--- config.mk ---
export PLATFORM = sky130hd
export DESIGN_NAME = mem_port_arbiter_flat
export DESIGN_NICKNAME = d
export VERILOG_FILES = /design/src/rtl/mem_arb_pkg.sv /design/src/rtl/mem_port_arbiter_if.sv /design/src/rtl/mem_arb_pick.sv /design/src/rtl/mem_port_arbiter.sv /design/src/flat_wrapper.sv
export SDC_FILE = /design/constraint.sdc
export NUM_CORES = 1
export LEC_CHECK = 0
export CAP_MARGIN = 20
export CORE_ASPECT_RATIO = 0.75
export CORE_UTILIZATION = 26
export DETAILED_ROUTE_END_ITERATION = 7
export GPL_TIMING_DRIVEN = 0
export PLACE_DENSITY = 0.55
export SYNTH_ARGS = -nofsm -noshare
export SYNTH_HDL_FRONTEND = slang
export SYNTH_SLANG_ARGS = --single-unit
--- constraint.sdc ---
create_clock -name clock -period 3.43 [get_ports clock]
set_input_delay 0.5145 -clock clock [delete_from_list [all_inputs] [get_ports clock]]
set_output_delay 0.5145 -clock clock [all_outputs]
set_load 0.01 [all_outputs]
--- src/rtl/mem_arb_pkg.sv ---
// Shared types and constants for the unified memory port arbiter.
// Grant ids, FSM states and the fixed word-access control fields.
package mem_arb_pkg;

    typedef enum logic [1:0] {
        ST_IDLE = 2'd0,
        ST_BUSY = 2'd1,
        ST_RESP = 2'd2
    } state_t;

    typedef enum logic {
        GNT_FETCH = 1'b0,
        GNT_DATA  = 1'b1
    } gnt_t;

    localparam logic [1:0] FUNC_IN_WORD  = 2'b10;
    localparam logic [2:0] FUNC_OUT_WORD = 3'b010;

    typedef struct packed {
        logic       we;
        logic [1:0] func_in;
        logic [2:0] func_out;
    } mem_ctl_t;

    function automatic mem_ctl_t fetch_ctl();
        mem_ctl_t c;
        c.we       = 1'b0;
        c.func_in  = FUNC_IN_WORD;
        c.func_out = FUNC_OUT_WORD;
        return c;
    endfunction

endpackage

--- src/rtl/mem_port_arbiter_if.sv ---
// Bundle of fetch, data and memory-side signals around the arbiter.
// slave = arbiter view, master = core/memory environment view.
interface mem_port_arbiter_if #(
    parameter int DATA_W = 32
);

    logic              if_req;
    logic [DATA_W-1:0] if_addr;
    logic              if_ack;
    logic [DATA_W-1:0] if_rdata;
    logic              if_err;

    logic              d_req;
    logic              d_we;
    logic [1:0]        d_func_in;
    logic [2:0]        d_func_out;
    logic [DATA_W-1:0] d_addr;
    logic [DATA_W-1:0] d_wdata;
    logic              d_ack;
    logic [DATA_W-1:0] d_rdata;
    logic              d_err;

    logic              mem_req;
    logic              mem_we;
    logic [1:0]        mem_func_in;
    logic [2:0]        mem_func_out;
    logic [DATA_W-1:0] mem_addr;
    logic [DATA_W-1:0] mem_wdata;
    logic              mem_ack;
    logic [DATA_W-1:0] mem_rdata;

    logic              busy;

    modport slave (
        input  if_req, if_addr,
        output if_ack, if_rdata, if_err,
        input  d_req, d_we, d_func_in, d_func_out, d_addr, d_wdata,
        output d_ack, d_rdata, d_err,
        output mem_req, mem_we, mem_func_in, mem_func_out,
        output mem_addr, mem_wdata,
        input  mem_ack, mem_rdata,
        output busy
    );

    modport master (
        output if_req, if_addr,
        input  if_ack, if_rdata, if_err,
        output d_req, d_we, d_func_in, d_func_out, d_addr, d_wdata,
        input  d_ack, d_rdata, d_err,
        input  mem_req, mem_we, mem_func_in, mem_func_out,
        input  mem_addr, mem_wdata,
        output mem_ack, mem_rdata,
        input  busy
    );

endinterface

--- src/rtl/mem_arb_pick.sv ---
// Combinational winner select between fetch and data requesters.
// ARB_ROUND_ROBIN_EN: ties go to the port that did not win last time.
module mem_arb_pick
    import mem_arb_pkg::*;
(
    input  logic if_req,
    input  logic d_req,
    input  gnt_t last_grant,
    output gnt_t grant
);

    always_comb begin
        grant = last_grant;
        unique case (1'b1)
            (if_req && d_req): begin
`ifdef ARB_ROUND_ROBIN_EN
                grant = (last_grant == GNT_DATA) ? GNT_FETCH : GNT_DATA;
`else
                grant = GNT_DATA;
`endif
            end
            (d_req && !if_req): grant = GNT_DATA;
            (if_req && !d_req): grant = GNT_FETCH;
            default:            grant = last_grant;
        endcase
    end

endmodule

--- src/rtl/mem_port_arbiter.sv ---
// Shares one variable-latency memory port between fetch and load/store.
// Optional round-robin tie break: define ARB_ROUND_ROBIN_EN.
module mem_port_arbiter
    import mem_arb_pkg::*;
#(
    parameter int TIMEOUT = 16,
    parameter int DATA_W  = 32
) (
    input  logic clock,
    input  logic reset,
    mem_port_arbiter_if.slave bus
);

    localparam int CNT_W = (TIMEOUT > 2) ? $clog2(TIMEOUT) : 1;
    localparam logic [CNT_W-1:0] T_LAST = CNT_W'(TIMEOUT - 1);

    state_t            state;
    gnt_t              gnt;
    gnt_t              last_grant;
    gnt_t              pick;
    logic [CNT_W-1:0]  tcnt;

    mem_ctl_t          d_ctl;
    mem_ctl_t          sel_ctl;
    logic [DATA_W-1:0] sel_addr;
    logic [DATA_W-1:0] sel_wdata;
    logic              done;
    logic [DATA_W-1:0] rsp_rdata;
    logic              rsp_err;

    mem_arb_pick u_pick (
        .if_req     (bus.if_req),
        .d_req      (bus.d_req),
        .last_grant (last_grant),
        .grant      (pick)
    );

    assign d_ctl = '{
        we:       bus.d_we,
        func_in:  bus.d_func_in,
        func_out: bus.d_func_out
    };

    assign sel_ctl   = (pick == GNT_DATA) ? d_ctl : fetch_ctl();
    assign sel_addr  = (pick == GNT_DATA) ? bus.d_addr : bus.if_addr;
    assign sel_wdata = (pick == GNT_DATA) ? bus.d_wdata : '0;

    // A late mem_ack on the final allowed cycle still counts as success.
    assign done      = bus.mem_ack || (tcnt == T_LAST);
    assign rsp_rdata = bus.mem_ack ? bus.mem_rdata : '0;
    assign rsp_err   = !bus.mem_ack;

    always_ff @(posedge clock) begin
        if (reset) begin
            state            <= ST_IDLE;
            gnt              <= GNT_FETCH;
            last_grant       <= GNT_FETCH;
            tcnt             <= '0;
            bus.if_ack       <= 1'b0;
            bus.if_rdata     <= '0;
            bus.if_err       <= 1'b0;
            bus.d_ack        <= 1'b0;
            bus.d_rdata      <= '0;
            bus.d_err        <= 1'b0;
            bus.mem_req      <= 1'b0;
            bus.mem_we       <= 1'b0;
            bus.mem_func_in  <= '0;
            bus.mem_func_out <= '0;
            bus.mem_addr     <= '0;
            bus.mem_wdata    <= '0;
            bus.busy         <= 1'b0;
        end else begin
            unique case (state)
                ST_IDLE: begin
                    if (bus.if_req || bus.d_req) begin
                        state            <= ST_BUSY;
                        gnt              <= pick;
                        tcnt             <= '0;
                        bus.busy         <= 1'b1;
                        bus.mem_req      <= 1'b1;
                        bus.mem_we       <= sel_ctl.we;
                        bus.mem_func_in  <= sel_ctl.func_in;
                        bus.mem_func_out <= sel_ctl.func_out;
                        bus.mem_addr     <= sel_addr;
                        bus.mem_wdata    <= sel_wdata;
                    end
                end
                ST_BUSY: begin
                    if (done) begin
                        state       <= ST_RESP;
                        bus.mem_req <= 1'b0;
                        if (gnt == GNT_DATA) begin
                            bus.d_ack   <= 1'b1;
                            bus.d_rdata <= rsp_rdata;
                            bus.d_err   <= rsp_err;
                        end else begin
                            bus.if_ack   <= 1'b1;
                            bus.if_rdata <= rsp_rdata;
                            bus.if_err   <= rsp_err;
                        end
                    end else begin
                        tcnt <= tcnt + 1'b1;
                    end
                end
                ST_RESP: begin
                    state        <= ST_IDLE;
                    last_grant   <= gnt;
                    bus.busy     <= 1'b0;
                    bus.if_ack   <= 1'b0;
                    bus.if_rdata <= '0;
                    bus.if_err   <= 1'b0;
                    bus.d_ack    <= 1'b0;
                    bus.d_rdata  <= '0;
                    bus.d_err    <= 1'b0;
                end
                default: begin
                    state <= ST_IDLE;
                end
            endcase
        end
    end

endmodule

--- src/flat_wrapper.sv ---
// flat-port wrapper written by rule: the top's interface ports become plain ports
module mem_port_arbiter_flat import mem_arb_pkg::*;
#(
    parameter int TIMEOUT = 16,
    parameter int DATA_W  = 32
)
  (clock, reset, bus_if_req, bus_if_addr, bus_if_ack, bus_if_rdata, bus_if_err, bus_d_req, bus_d_we, bus_d_func_in, bus_d_func_out, bus_d_addr, bus_d_wdata, bus_d_ack, bus_d_rdata, bus_d_err, bus_mem_req, bus_mem_we, bus_mem_func_in, bus_mem_func_out, bus_mem_addr, bus_mem_wdata, bus_mem_ack, bus_mem_rdata, bus_busy);
  mem_port_arbiter_if #(.DATA_W(DATA_W)) bus_i ();
  input  logic clock;
  input  logic reset;
  input wire logic [$bits(bus_i.if_req)-1:0] bus_if_req;
  input wire logic [$bits(bus_i.if_addr)-1:0] bus_if_addr;
  output wire logic [$bits(bus_i.if_ack)-1:0] bus_if_ack;
  output wire logic [$bits(bus_i.if_rdata)-1:0] bus_if_rdata;
  output wire logic [$bits(bus_i.if_err)-1:0] bus_if_err;
  input wire logic [$bits(bus_i.d_req)-1:0] bus_d_req;
  input wire logic [$bits(bus_i.d_we)-1:0] bus_d_we;
  input wire logic [$bits(bus_i.d_func_in)-1:0] bus_d_func_in;
  input wire logic [$bits(bus_i.d_func_out)-1:0] bus_d_func_out;
  input wire logic [$bits(bus_i.d_addr)-1:0] bus_d_addr;
  input wire logic [$bits(bus_i.d_wdata)-1:0] bus_d_wdata;
  output wire logic [$bits(bus_i.d_ack)-1:0] bus_d_ack;
  output wire logic [$bits(bus_i.d_rdata)-1:0] bus_d_rdata;
  output wire logic [$bits(bus_i.d_err)-1:0] bus_d_err;
  output wire logic [$bits(bus_i.mem_req)-1:0] bus_mem_req;
  output wire logic [$bits(bus_i.mem_we)-1:0] bus_mem_we;
  output wire logic [$bits(bus_i.mem_func_in)-1:0] bus_mem_func_in;
  output wire logic [$bits(bus_i.mem_func_out)-1:0] bus_mem_func_out;
  output wire logic [$bits(bus_i.mem_addr)-1:0] bus_mem_addr;
  output wire logic [$bits(bus_i.mem_wdata)-1:0] bus_mem_wdata;
  input wire logic [$bits(bus_i.mem_ack)-1:0] bus_mem_ack;
  input wire logic [$bits(bus_i.mem_rdata)-1:0] bus_mem_rdata;
  output wire logic [$bits(bus_i.busy)-1:0] bus_busy;
  assign bus_i.if_req = bus_if_req;
  assign bus_i.if_addr = bus_if_addr;
  assign bus_if_ack = bus_i.if_ack;
  assign bus_if_rdata = bus_i.if_rdata;
  assign bus_if_err = bus_i.if_err;
  assign bus_i.d_req = bus_d_req;
  assign bus_i.d_we = bus_d_we;
  assign bus_i.d_func_in = bus_d_func_in;
  assign bus_i.d_func_out = bus_d_func_out;
  assign bus_i.d_addr = bus_d_addr;
  assign bus_i.d_wdata = bus_d_wdata;
  assign bus_d_ack = bus_i.d_ack;
  assign bus_d_rdata = bus_i.d_rdata;
  assign bus_d_err = bus_i.d_err;
  assign bus_mem_req = bus_i.mem_req;
  assign bus_mem_we = bus_i.mem_we;
  assign bus_mem_func_in = bus_i.mem_func_in;
  assign bus_mem_func_out = bus_i.mem_func_out;
  assign bus_mem_addr = bus_i.mem_addr;
  assign bus_mem_wdata = bus_i.mem_wdata;
  assign bus_i.mem_ack = bus_mem_ack;
  assign bus_i.mem_rdata = bus_mem_rdata;
  assign bus_busy = bus_i.busy;
  mem_port_arbiter #(.TIMEOUT(TIMEOUT), .DATA_W(DATA_W)) u_core (.clock(clock), .reset(reset), .bus(bus_i));
endmodule
[Yosys cells after proc, flatten, opt, wreduce, memory -nomap -nowiden]
Index checks and enable logic that the tools add are counted.
Word-level totals
  flip-flop bits (word level): 148
  input port bits: 139
  output and inout port bits: 140
  word-level logic and storage cells: 79
Cells by class
  reduce and logical (&&, ||, !) cells: 20
  multiplexer cells: 33
  $add $sub $neg: 1
  eq/ne operators: 8
Operators by type and width (count)
  32-bit two-way mux: 7
  32-bit case mux with 2 select lines: 2
  1-bit case mux with 2 select lines: 7
  3-bit AND reduction: 4
  1-bit two-way mux: 10
  4-bit two-way mux: 2
  4-bit case mux with 2 select lines: 1
  6-bit two-way mux: 1
  2-bit by 1-bit != test with 1-bit output, second input constant: 3
  2-bit AND reduction: 3
  2-bit nonzero test: 3
  4-bit by 1-bit adder with 4-bit output, second input constant: 1
  4-bit == test, second input constant: 1
  2-bit two-way mux: 2
  2-bit != test, second input constant: 2
  2-bit case mux with 2 select lines: 1
  1-bit logical AND: 3
  1-bit logical NOT: 3
  2-bit by 1-bit == test with 1-bit output, second input constant: 1
  2-bit == test, second input constant: 1
  2-bit logical NOT: 1
  1-bit logical OR: 2
  2-bit OR reduction: 1

[Depth between registers and ports, before layout]
  word-level depth: 5
  gate-level depth with buffers: 8
  mapped depth without buffers: 5

[Cells and area by module]
Synthesis repeated with hierarchy kept, for this count alone.
Unflattened totals
  cells, all modules: 635
  area total of the unflattened synthesis: 5746.8 sq um
By module, submodules not included
  mem_port_arbiter: times used 1, area each 5735.5 sq um, sequential area each 2962.8 sq um, cells an instance 633
  mem_arb_pick: times used 1, area each 11.3 sq um, sequential area each 0.0 sq um, cells an instance 2

[Worst setup path before layout]
OpenSTA, ideal clock, no wires.
  path type: register to register
  start: register u_core.tcnt[0]
  end: register u_core.bus.if_ack
  clock period less this slack: 1.548 ns
  path buffers: 3
  library setup time: 0.072 ns
  required time: 3.358 ns
  data arrival time: 1.476 ns
  stages on the path, launching flop included: 8
  setup slack: 1.882 ns
  path through: dfxtp_1 ha_1 and3_1 buf_6 o211ai_2 buf_6 buf_12 mux2i_1
On the way
  longest elaborated chain between the ends: 4
RTL lines
  from (decl): RTL line mem_port_arbiter.sv:21  | logic [CNT_W-1:0] tcnt;
  from (signal assigned): RTL line mem_port_arbiter.sv:102  | tcnt <= tcnt + 1'b1;
  4-bit == test: RTL line mem_port_arbiter.sv:49  | assign done = bus.mem_ack || (tcnt == T_LAST);
  1-bit logical OR: RTL line mem_port_arbiter.sv:49
  2-bit by 1-bit != test with 1-bit output (no line)
  3-bit AND reduction (no line)
  to (signal assigned): RTL line mem_port_arbiter.sv:59  | bus.if_ack <= 1'b0;
  to (signal assigned): RTL line mem_port_arbiter.sv:97  | bus.if_ack <= 1'b1;
  to (signal assigned): RTL line mem_port_arbiter.sv:109  | bus.if_ack <= 1'b0;
  to (decl): RTL line mem_port_arbiter_if.sv:36  | output if_ack, if_rdata, if_err,
Every way passes these cells.
A chain may end at the register's enable or synchronous reset.

[Worst setup path after layout]
  start: input bus_mem_ack
  end: register u_core.bus.if_rdata[15]
On the way
  longest elaborated chain between the ends: 4
RTL lines
  from (decl): RTL line flat_wrapper.sv:31  | input wire logic [$bits(bus_i.mem_ack)-1:0] bus_mem_ack;
  32-bit two-way mux: RTL line mem_port_arbiter.sv:50  | assign rsp_rdata = bus.mem_ack ? bus.mem_rdata : '0;
  32-bit two-way mux: RTL line mem_port_arbiter.sv:92  | if (gnt == GNT_DATA) begin
  32-bit two-way mux: RTL line mem_port_arbiter.sv:89  | if (done) begin
  32-bit case mux with 2 select lines: RTL line mem_port_arbiter.sv:73  | unique case (state)
  to (signal assigned): RTL line mem_port_arbiter.sv:98  | bus.if_rdata <= rsp_rdata;
  to (decl): RTL line mem_port_arbiter_if.sv:36
Several ways; a longest one is shown, not always the timed one. The select of a mux whose other input is x is not followed.

==> summary.md <==
| Metric | Value |
|---|---|
| Worst path top cell family by delay | `buffers and inverters` |
| Setup CP Type | `in2reg` |
| Worst Path Arrival | `about 2400 ps` |
| Worst path max stage delay | `approximately 610 ps` |
| CORE AREA | `22900 um2` |
| Syn Area/Cell | `between 9 and 10 um2` |
| Pwr Density | `around 520 nW/um2` |
| Clock Path Buffers | `2` |
| Ys Warns | `0` |
| Synth Net Count | `between 700 and 800` |
| Drt first pass iters | `6` |
| Hold_buf cts | `0` |
| Top cells by count, synth | `dfxtp_1 (148), nand2_1 (104), mux2i_1 (69)` |
| Die Wd | `approximately 180 um` |
| CTS Root Cell | `clkbuf_16` |
| Slowest cell on the critical path | `clkdlybuf4s50_1` |
| Clock-pin slew on the worst setup and hold paths | `approximately 60 ps` |
| Setup TNS | `0 ps` |
| Endpoints failing setup | `0` |
| Clk_skew | `8.02 ps` |
| Die Y | `134 um` |
| Slew headroom | `61.5%` |
| Share of async-settable or async-resettable flops after synthesis | `0%` |
| Pin count of the biggest net entering global routing | `17` |
| CTS Buf Count | `17` |
| WP data required | `3770 ps` |
| Htree depth | `4` |
| CTS tree | `done` |
| Vias in the first global route | `5975` |
| Setup crit start | `bus_mem_ack` |
| Initial drt markers | `roughly 180` |
| Worst slew pin tran | `just under 600 ps` |
| EDFF count, synth | `0` |
| Share of post-route cells with drive strength above 1 | `roughly 7%` |
| Initial Util | `about a quarter` |
| Max Cap Violations | `0` |
| Post-route DRC | `1` |
| Drt via density | `4.73` |
| Final Critical Period | `2070 ps` |
| Port Buffers | `roughly 280` |
| Die ar. | `around 24000 um2` |
| CP max FO | `10` |
| Ant diodes | `0` |
| Drt total wl | `21.5 mm` |
| Slew Limit Fails | `0` |
| HPWL Detailed | `between 15 and 20 mm` |
| Routed via count | `5949` |
| Top Ports | `between 200 and 300` |
| Synthesized area | `around 6100 um2` |
| Achievable Freq | `between 400 and 500 MHz` |
| Gpl congestion | `a little under 0.8` |
| Distinct cells, synth | `48` |
| Crit. End Element | `register` |
| Most frequent cell after synthesis | `dfxtp_1` |
| Status | `finished, violations left` |
| CTS sink cnt | `approximately 150` |
| Pre-CTS setup slack | `between 800 and 900 ps` |
| WP buf/inv | `2` |
| Leak | `roughly 3.8 nW` |
| Top FF cell, synth | `dfxtp_1` |
| Grt total ovfl | `0` |
| NumNets Final | `1089` |
| Gr usage total | `about 18%` |
| Period utilization | `slightly above 60%` |
| Startpoint Class | `primary input` |
| Final hold violation count | `0` |
| HP Class | `reg2reg` |
| First-pass GRT wire length | `33.1 mm` |
| Hold_sp | `u_core.bus.d_rdata[1]` |
| Core Util, Final | `42.8%` |
| Peak supply drop | `around 320 uV` |
| Routed len/inst | `between 15 and 20 um` |
| Site Rows | `48` |
| Clk_lat worst skew | `roughly 420 ps` |
| Yosys top cell by area | `dfxtp_1` |
| Synth Instances | `~650` |
| Reg2reg start | `u_core.state[0]` |
| Worst path cell trace | `clkdlybuf4s50_1, nor3b_2, clkbuf_1, nand2_1, mux2i_1` |
| Post-synthesis sequential element count | `around 150` |
| Initial antenna violation count | `0` |
| Sequential element share of the synthesized area | `around half` |
| RSZ-0062 raised after global routing | `no` |
| Synth-to-layout area growth | `61.8%` |
| # Post-CTS Setup Buffers | `0` |
| Top cells by area, synth | `dfxtp_1 (49%), mux2i_1 (11%), nand2_1 (6.4%), o21ai_0 (4.9%), a22oi_1 (4.4%)` |
| # resized after CTS | `0` |
| Share of the synthesized area in the top cell type | `about 49%` |
| Routed Antenna Nets | `0` |
| Failing checks | `DRC` |
| Final setup margin | `1360 ps` |
==> kinds of logic after synthesis <==
family	count (synthesis)	synth area share (%)
mux	69	11.4
flops	148	48.8
compound gates	190	20.5
simple gates	166	11.4
buf+inv	72	7.19
fa+ha+maj	4	0.824
==> state kept, by name, indices dropped and copies added, names as in the netlist <==
name and cells:
u_core.bus.d_rdata 32, u_core.bus.mem_func_out 3, u_core.state 2, u_core.last_grant 1, u_core.gnt 1, u_core.bus.busy 1
u_core.bus.if_err 1, u_core.bus.mem_req 1, u_core.bus.if_rdata 32, u_core.bus.mem_wdata 32, u_core.bus.mem_we 1, u_core.bus.if_ack 1
u_core.bus.d_err 1, u_core.bus.mem_func_in 2, u_core.bus.d_ack 1, u_core.tcnt 4, u_core.bus.mem_addr 32
==> worst paths after layout <==
check / slack, ps / depth (start not counted) / end
worst min-delay path: 460 / 2 / u_core.bus.d_rdata[1]
worst max-delay path: 1360 / 5 / u_core.bus.if_rdata[15]
worst min register to register: 460 / 2 / u_core.bus.d_rdata[1]
worst max register to register: 1380 / 6 / u_core.bus.if_rdata[15]
==> worst reg2reg max path: stages, from the launching register on <==
cell and delay (ps):
dfxtp_1 330, inv_1 80, ha_1 300, nor3b_2 530, clkbuf_1 420, nand2_1 170, mux2i_1 150
==> through the flow <==
step	total power [mW]	std cells	cell area, um2	hold WS, ps
CTS	5.23	1257	9830	461
global placement	3.26	1227	9230	446
detailed placement	3.26	1227	9230	452
floorplan	2.62	649	6070	475
finish	5.16	1257	9830	457
global route	5.41	1257	9830	475
==> cell type report <==
class                           count  area (um2)
Clock buffer                       18         439
Sequential cell                   148        2960
Clock inverter                     12         156
Tap cell                          300         375
Fill cell                        2257       13100
Multi-Input combinational cell    429        2680
Inverter                           10        37.5
Buffer                             62         399
Timing Repair Buffer              278        2780
==> where the power goes <==
| part | internal, mW | switching [mW] |
|---|---|---|
| combinational | 0.675 | 0.577 |
| sequential | 1.88 | 0.0877 |
| clock | 1.16 | 0.780 |
==> layout by cell type (no fill, tap or decap), types with 2 or more instances in the layout <==
cell / n
o211ai_1: 33
nor2b_1: 2
mux2i_1: 69
buf_2: 13
a22oi_1: 36
clkdlybuf4s50_1: 278
bufinv_16: 3
o21ai_1: 6
a21oi_1: 3
nor3b_2: 2
nor2_1: 42
o311ai_1: 2
clkbuf_1: 32
clkbuf_16: 17
inv_6: 2
clkinv_2: 2
clkinvlp_4: 4
nand2_1: 104
dfxtp_1: 148
o21ai_0: 60
nand3_1: 2
and2_1: 2
o22ai_1: 3
buf_4: 6
nand4_1: 2
o2111ai_1: 2
a211oi_1: 2
ha_1: 4
buf_12: 6
inv_1: 10
a31oi_1: 32
buf_6: 4
==> layer usage <==
metal | up-vias | share of wire [%] | global-route usage, %
met5 | - | 0 | 0
met4 | 0 | 0.97 | 4.28
met1 | 2764 | 46 | 23.4
met2 | 254 | 42 | 27.2
met3 | 18 | 11 | 7.31
li1 | 2913 | - | -
(Power assumes the default switching activity.)
